## config.mk

```make
export PLATFORM = sky130hd
export DESIGN_NAME = arm_run_controller
export DESIGN_NICKNAME = d
export VERILOG_FILES = /design/src/rtl/arm_run_controller.sv
export SDC_FILE = /design/constraint.sdc
export NUM_CORES = 1
export LEC_CHECK = 0
export CAP_MARGIN = 10
export CORE_AREA = 8 8 60 62
export CTS_BUF_LIST = sky130_fd_sc_hd__clkbuf_4 sky130_fd_sc_hd__clkbuf_8
export CTS_CLUSTER_SIZE = 24
export DETAILED_ROUTE_END_ITERATION = 10
export DIE_AREA = 0 0 68 70
export GPL_TIMING_DRIVEN = 0
export PLACE_DENSITY_LB_ADDON = 0.25
export SYNTH_ARGS = -nofsm -noshare
export SYNTH_HDL_FRONTEND = slang
export SYNTH_SLANG_ARGS = --single-unit
export TNS_END_PERCENT = 5
```

## constraint.sdc

```tcl
create_clock -name clk -period 2.8 [get_ports clk]
set_input_delay 0.56 -clock clk [delete_from_list [all_inputs] [get_ports clk]]
set_output_delay 0.56 -clock clk [all_outputs]
set_load 0.005 [all_outputs]
```

## src/rtl/arm_run_controller.sv

```systemverilog
// Run controller for the ARM pipeline core.
// Sequences the core reset after a start request, latches the run mode,
// counts RUN cycles and ends the run on a halt request or when the cycle
// budget is used up. Every output comes straight from a register.
module arm_run_controller #(
    parameter int RST_HOLD   = 3,
    parameter int MAX_CYCLES = 750,
    parameter int CNT_W      = 16,
    parameter int MODE_W     = 1
) (
    input  logic              clk,
    input  logic              rst,
    input  logic              start,
    input  logic              halt_req,
    input  logic [MODE_W-1:0] mode_in,
    output logic              core_rst,
    output logic [MODE_W-1:0] switch,
    output logic              running,
    output logic              done,
    output logic              timeout,
    output logic [CNT_W-1:0]  cycle_cnt
);

    // Hold counter only needs to reach RST_HOLD-1.
    localparam int HOLD_W = (RST_HOLD > 1) ? $clog2(RST_HOLD) : 1;
    localparam logic [HOLD_W-1:0] HOLD_LAST = HOLD_W'(RST_HOLD - 1);
    localparam logic [CNT_W-1:0]  CNT_LAST  = CNT_W'(MAX_CYCLES - 1);

    typedef enum logic [1:0] {
        ST_IDLE = 2'd0,
        ST_HOLD = 2'd1,
        ST_RUN  = 2'd2,
        ST_DONE = 2'd3
    } state_t;

    state_t              state_q,     state_d;
    logic [HOLD_W-1:0]   hold_cnt_q,  hold_cnt_d;
    logic                core_rst_q,  core_rst_d;
    logic [MODE_W-1:0]   switch_q,    switch_d;
    logic                running_q,   running_d;
    logic                done_q,      done_d;
    logic                timeout_q,   timeout_d;
    logic [CNT_W-1:0]    cycle_cnt_q, cycle_cnt_d;

    // Next-state logic; output registers are derived from the next state so
    // they line up with the state they describe.
    always_comb begin
        state_d     = state_q;
        hold_cnt_d  = hold_cnt_q;
        switch_d    = switch_q;
        timeout_d   = timeout_q;
        cycle_cnt_d = cycle_cnt_q;

        case (state_q)
            ST_IDLE, ST_DONE: begin
                // A start here clears the previous run's status and latches the new mode.
                if (start) begin
                    state_d     = ST_HOLD;
                    switch_d    = mode_in;
                    cycle_cnt_d = {CNT_W{1'b0}};
                    timeout_d   = 1'b0;
                    hold_cnt_d  = {HOLD_W{1'b0}};
                end else begin
                    state_d = state_q;
                end
            end
            ST_HOLD: begin
                // start and halt_req are deliberately ignored while the core is held.
                if (hold_cnt_q == HOLD_LAST) begin
                    state_d = ST_RUN;
                end else begin
                    hold_cnt_d = hold_cnt_q + HOLD_W'(1);
                end
            end
            ST_RUN: begin
                // The exit edge is counted too, so DONE reports elapsed RUN cycles.
                cycle_cnt_d = cycle_cnt_q + CNT_W'(1);
                if (halt_req) begin
                    state_d   = ST_DONE;
                    timeout_d = 1'b0;
                end else if (cycle_cnt_q == CNT_LAST) begin
                    state_d   = ST_DONE;
                    timeout_d = 1'b1;
                end else begin
                    state_d = ST_RUN;
                end
            end
            default: begin
                state_d = ST_IDLE;
            end
        endcase

        core_rst_d = (state_d != ST_RUN);
        running_d  = (state_d == ST_RUN);
        done_d     = (state_d == ST_DONE);
    end

    // State and output registers; reset puts the core back into reset immediately.
    always_ff @(posedge clk or negedge rst) begin
        if (!rst) begin
            state_q     <= ST_IDLE;
            hold_cnt_q  <= {HOLD_W{1'b0}};
            core_rst_q  <= 1'b1;
            switch_q    <= {MODE_W{1'b0}};
            running_q   <= 1'b0;
            done_q      <= 1'b0;
            timeout_q   <= 1'b0;
            cycle_cnt_q <= {CNT_W{1'b0}};
        end else begin
            state_q     <= state_d;
            hold_cnt_q  <= hold_cnt_d;
            core_rst_q  <= core_rst_d;
            switch_q    <= switch_d;
            running_q   <= running_d;
            done_q      <= done_d;
            timeout_q   <= timeout_d;
            cycle_cnt_q <= cycle_cnt_d;
        end
    end

    assign core_rst  = core_rst_q;
    assign switch    = switch_q;
    assign running   = running_q;
    assign done      = done_q;
    assign timeout   = timeout_q;
    assign cycle_cnt = cycle_cnt_q;

endmodule
```

==> run metrics, run 1 <==
worst hold-check path type=reg2reg; Distinct cells, synth=38; GP Congestion=between 0.8 and 0.9; mux share of post-synthesis cell area=3.84%; crit start category=flop; maxcap violations=0; detailed-route via count=1174; vias in the first global route=roughly 1100; Remaining DRCs=0; placed wire-length estimate=approximately 2300 µm; Least-Margin Pin Slew=0.508 ns; fin crit share=roughly 80%; share of layout cells above drive strength 1=~9.0%; post-synthesis cell area=0.00137 mm²; clock root buffer=clkbuf_4; final hold vios=0; asr flop ratio synth=100%; Synth Flop Type=dfrtp_1; setup bufs post-CTS=0; Initial Utilization=around half; CTS Hold Bufs=0; number of nets in the layout=between 150 and 200; critical path's top delay family=simple AND/OR/NAND/NOR gates; VDD IR-drop max=approximately 0.63 mV; total negative slack=0 ns; Post-Synth Simple-Gate Area=roughly a quarter; RSZ-0062 raised after global routing=false; area delta synth->final=24.2%; global router's overall resource usage=between 10% and 20%; Max Fclk=447 MHz; global-route wire length before repair=4930 µm; Final Max Tran Viols=0; Via density=about 5.6; status=finished clean; CP Buf/Inv Count=2; post-route ant nets=0; die area=~0.0048 mm²; Core Area=about 0.0027 mm²; Worst Path Max Fanout=9; clock sink count=25; Avg WL per Cell=between 10 and 15 µm; adder-cell share of the synthesized area=around 4.6%; Synth Area in Compound Gates=12.9%; 1st-iter DRT viols=36; Cell Rows=19; CTS tree=yes; Buffers on Ports=25; Final Util=a little under two thirds; clk slew on worst S/H paths=0.14 ns; syn_nets=157; Worst EP required=3.05 ns; total gr overflow=0; synthesized flop and latch total=25; Bufs on Longest Clock Path=2; Crit-path slowest cell=or4_4; Post-synth EDFFs=0; CP peak stage delay=~0.58 ns; power per cell area=roughly 690 mW/mm²; min cycle time layout=approximately 2.2 ns; Antenna Diode Count=0; Mapped Avg Cell Area=just over 9 µm²; clk_skew=~0.0013 ns; largest family of logic cells by synthesized area=simple AND/OR/NAND/NOR gates; CP Cell Sequence=inv_1, ha_1, buf_4, mux2i_1, or4_4, or3_1, a21oi_1; DRT Pass-1 Iters=4; Synthesis Warnings=0; Setup-failing EPs final=0; boundary pin count=26; sequential fraction of the synthesis area=between 40% and 50%; CP endpoint kind=flop; Slew Limit Headroom=about two thirds; Synth Instances=approximately 150; CTS H-tree lvls=1; critical path arrival=2.48 ns; Static Leak=about 0.73 nW; initial antenna violation count=0; later-pin clock latency in the skew report=0.31 ns; Post-Synth XOR/XNOR Area=3.20%; CP Class=reg2reg; Die H=around 70 µm; final wirelength=just under 3000 µm; CTS buffer count=3; # resized after CTS=0; largest net degree at the start of global routing=26; Die Width=about 68 µm
-- kinds of logic (layout without fill, tap and decap cells) --
| family | count (synthesis) | in the layout |
|---|---|---|
| compound gates | 28 | 28 |
| xor+xnor | 5 | 5 |
| fa+ha+maj | 5 | 5 |
| buf+inv | 17 | 47 |
| flops | 25 | 25 |
| mux | 5 | 5 |
| simple gates | 62 | 62 |
-- worst register-to-register path, cell delays in order, from the launching register on --
cell and delay, ns:
dfrtp_1 0.42, inv_1 0.06, ha_1 0.28, buf_4 0.16, mux2i_1 0.18, or4_4 0.58, or3_1 0.36, a21oi_1 0.13
-- power by group --
| group | total [mW] | internal [mW] | leakage (nW) | switching, mW |
|---|---|---|---|---|
| Sequential | 0.468 | 0.422 | 0.338 | 0.0466 |
| Clock | 0.160 | 0.0534 | 0.0177 | 0.107 |
| Combinational | 0.542 | 0.233 | 0.370 | 0.309 |
-- final timing paths --
kind | startpoint | slack [ns] | endpoint | cells past startpoint
worst min-delay path | switch | 0.53 | switch | 1
max in group asynchronous | rst | 1.68 | core_rst | 2
worst max-delay path | state_q[0] | 0.56 | cycle_cnt[15] | 7
worst max register to register | state_q[0] | 0.56 | cycle_cnt[15] | 7
worst min register to register | switch | 0.53 | switch | 1
min in group asynchronous | rst | 0.57 | cycle_cnt[4] | 1
-- cells in the final DEF (no fill, tap or decap), drive strengths merged, types with 7 or more instances in the layout --
cell type	n
a21oi	7
clkdlybuf4s50	25
dfrtp	24
inv	12
nand2	10
nand3	10
nor2	14
o21ai	10
-- metal layers --
layer  global-route usage, %  vias to the layer above  wire (µm)
li1                        -                      587          -
met1                    13.8                      562       1220
met2                    23.2                       21       1550
met3                    3.03                        4        167
met4                    3.42                        0         28
met5                       0                        -          0
-- Yosys cell counts, types with 2 or more instances --
library cell	number	share of area, %
nand4_1	4	1.8
nand2_1	10	2.7
a21oi_1	7	2.6
buf_2	2	0.73
a21o_1	2	1.1
dfrtp_1	24	44
xnor2_1	5	3.2
nor2_1	14	3.8
or3_1	2	0.91
nand2b_1	2	0.91
nand4b_1	3	1.9
o21ai_0	9	3.3
nor3_1	4	1.5
clkbuf_1	2	0.55
or2_2	2	0.91
nor2b_1	2	0.91
nand3_1	10	3.7
o221ai_1	3	1.9
ha_1	5	4.6
mux2i_1	3	2.2
mux2_2	2	1.6
inv_1	11	3.0
nor4_1	2	0.91
a22o_1	3	1.9
-- sequential cells by signal, summed over array words and instances, names as in the netlist --
name and count:
core_rst 1, done 1, timeout 1, cycle_cnt 16, switch 1, state_q 2
running 1, hold_cnt_q 2
-- stage by stage --
| stage | cell area [µm²] | hold slack [ns] | worst slack [ns] | cells | power (mW) |
|---|---|---|---|---|---|
| final | 1700 | 0.528 | 0.565 | 208 | 1.17 |
| after global placement | 1660 | 0.489 | 0.346 | 203 | 0.991 |
| after CTS | 1690 | 0.531 | 0.561 | 207 | 1.18 |
| after global routing | 1700 | 0.546 | 0.457 | 208 | 1.27 |
| after detailed placement | 1660 | 0.501 | 0.341 | 203 | 1.02 |
| after floorplan | 1370 | 0.264 | 0.718 | 147 | 0.848 |
-- layout make-up --
type | count | area (µm²)
plain buffers | 5 | 25.0
clock buffers | 3 | 22.5
clock inverters | 1 | 5.00
fillers | 257 | 962
inverters | 12 | 45.0
multi-input cells | 105 | 672
flip-flops and latches | 25 | 627
well taps | 31 | 38.8
repair buffers | 26 | 265
Power figures use the tool's default switching activity.
==> run 2, diff against run 1 <==
- CORE_AREA: 8 8 60 62 -> 8 8 63 65
- DIE_AREA: 0 0 68 70 -> 0 0 71 73
- clock period: 2.8 -> 1.9 ns (I/O delays scaled with it)
==> run 2 against run 1 <==
Maximum frequency grew 13%; sequential share of layout area shrank 1.3 points; setup slack lost 0.65 ns; utilization shrank 4.0 points; combinational power grew 71%; largest power group unchanged; the flow now finishes with violations (setup timing).
==> run metrics, run 2 (synthesized netlist as in run 1, its figures left out) <==
status=complete, but fails checks; violated checks=setup timing; internal power=1.12 mW (+58%); sw power=0.745 mW (+61%); clk slew on worst S/H paths=0.16 ns (+0.02 ns); CTS tree=yes; GP Congestion=0.844 (+1.6%); commonest cells after routing, fill and taps aside=clkdlybuf4s50_1 (25), dfrtp_1 (23), nor2_1 (14); Worst Path Max Fanout=9 (unchanged); Worst EP required=2.18 ns (-0.87 ns); clock root buffer=clkbuf_4; Core Area=0.00295 mm² (+11%); Max Fclk=505 MHz (+13%); VDD IR-drop max=0.896 mV (+41%); final wirelength=3140 µm (+6.1%); Final Util=59.8% (-4.0 points); Via density=5.63 (-0.18%); placed wire-length estimate=2290 µm (-1.6%); largest net degree at the start of global routing=26 (unchanged); sequential fraction of design power=36.8% (-3.2 points); Sw Ratio=39.9% (+0.45 points); worst setup margin=-0.0818 ns (-0.646 ns); Initial Utilization=46.4% (-5.1 points); Cell Rows=20 (+1); Final Max Tran Viols=0 (unchanged); global router's overall resource usage=12.3% (-0.41 points); Remaining DRCs=0 (unchanged); Static Leak=0.746 nW (+2.8%); share of layout cells above drive strength 1=15.0% (+6.0 points); FF-to-FF setup slack=-0.08 ns (-0.65 ns); CTS H-tree lvls=1 (unchanged); power per cell area=1060 mW/mm² (+53%); area delta synth->final=29.1%; number of nets in the layout=191 (+1.6%); most common cell after layout, fill and taps aside=clkdlybuf4s50_1; die area=0.00518 mm² (+8.9%); Bufs on Longest Clock Path=2 (unchanged); maxcap violations=0 (unchanged); worst hold-check path type=in2async; initial antenna violation count=0 (unchanged); CTS buffer count=3 (unchanged); boundary pin count=26 (unchanged); Pwr Total=1.86 mW (+59%); Avg WL per Cell=14.7 µm (+3.6%); Buffers on Ports=25 (unchanged); CTS Hold Bufs=0 (unchanged); global-route wire length before repair=5190 µm (+5.2%); later-pin clock latency in the skew report=0.33 ns (+0.02 ns); Die Width=71 µm (+4.4%); DRT Pass-1 Iters=4 (unchanged); Least-Margin Pin Slew=0.571 ns (+0.0630 ns); logic gate share of total power=49.7% (+3.4 points); 1st-iter DRT viols=66 (+83%); detailed-route via count=1200 (+2.2%); CP Class=reg2reg; clk_skew=0.0152 ns (+0.0139 ns); crit start category=flop; CP endpoint kind=flop; final hold vios=0 (unchanged); fillers=261 (+1.6%); clock power share=13.5% (-0.2 points); fin crit share=104% (+24 points); total negative slack=-0.0818 ns (-0.0818 ns); Setup-failing EPs final=1 (+1); vias in the first global route=1152 (+2.4%); total gr overflow=0 (unchanged); Antenna Diode Count=0 (unchanged); min cycle time layout=1.98 ns (-0.254 ns); Die H=73 µm (+4.3%); clock sink count=25 (unchanged); Slew Limit Headroom=61.8% (-4.2 points); RSZ-0062 raised after global routing=true; critical path arrival=2.26 ns (-0.22 ns); post-route ant nets=0 (unchanged); Largest register FFs=16 (unchanged)
[run 2: final timing paths]
check / from / endpoint / depth (start not counted)
min in group clk: switch / switch / 1
setup reg to reg: state_q[1] / cycle_cnt[15] / 6
max in group asynchronous: rst / core_rst / 2
hold reg to reg: switch / switch / 1
setup / recovery: state_q[1] / cycle_cnt[15] / 6
hold / removal: rst / cycle_cnt[7] / 1
[run 2: repair_timing]
item | CTS | global route
pin swaps | 1 | 0
endpoints found under the setup margin | 12 | 11
gates resized for setup | 4 | 6
gates cloned | 0 | 0
setup buffers | 2 | 1
[run 2: through the flow]
stage / instances / setup WS, ns / instance area (µm²) / hold WS, ns
after global routing: 213 / -0.144 / 1770 / 0.431
after floorplan: 147 / 0.0146 / 1380 / 0.0844
after CTS: 211 / -0.0846 / 1730 / 0.534
after global placement: 205 / -0.178 / 1670 / 0.491
after detailed placement: 205 / -0.213 / 1670 / 0.498
final: 213 / -0.0818 / 1770 / 0.390
[run 2: power by group through the flow]
| stage | combinational [mW] | sequential, mW | clock [mW] |
|---|---|---|---|
| 6_report | 0.927 | 0.686 | 0.252 |
| 3_5_place_dp | 0.840 | 0.702 | 0 |
| 2_1_floorplan | 0.586 | 0.694 | 0 |
| 4_1_cts | 0.905 | 0.686 | 0.255 |
| 5_1_grt | 1.03 | 0.701 | 0.271 |
| 3_3_place_gp | 0.803 | 0.699 | 0 |
[run 2: layout make-up]
class                   instances  area [µm²]  share of cell area [%]
repair buffers                 29         288                    16.3
multi-input cells             105         706                    39.9
well taps                      33        41.3                    2.34
plain buffers                   5        31.3                    1.77
inverters                      12        45.0                    2.55
flip-flops and latches         25         628                    35.6
clock buffers                   3        22.5                    1.27
clock inverters                 1        5.00                   0.283
[run 2: worst max-delay path: stages (launching register included)]
cell     delay (ns)
dfrtp_1        0.41
ha_1           0.31
buf_6          0.14
mux2i_2        0.17
or4_4          0.46
or3_4          0.34
a21oi_2        0.11
[run 2: per-layer routing]
metal  global-route usage [%]  up-vias  share of wire [%]
met4                     5.08        0               0.77
li1                         -      586                  -
met3                     3.98        2                8.3
met2                     21.2       34                 48
met1                     13.6      578                 43
met5                        0        -                  0
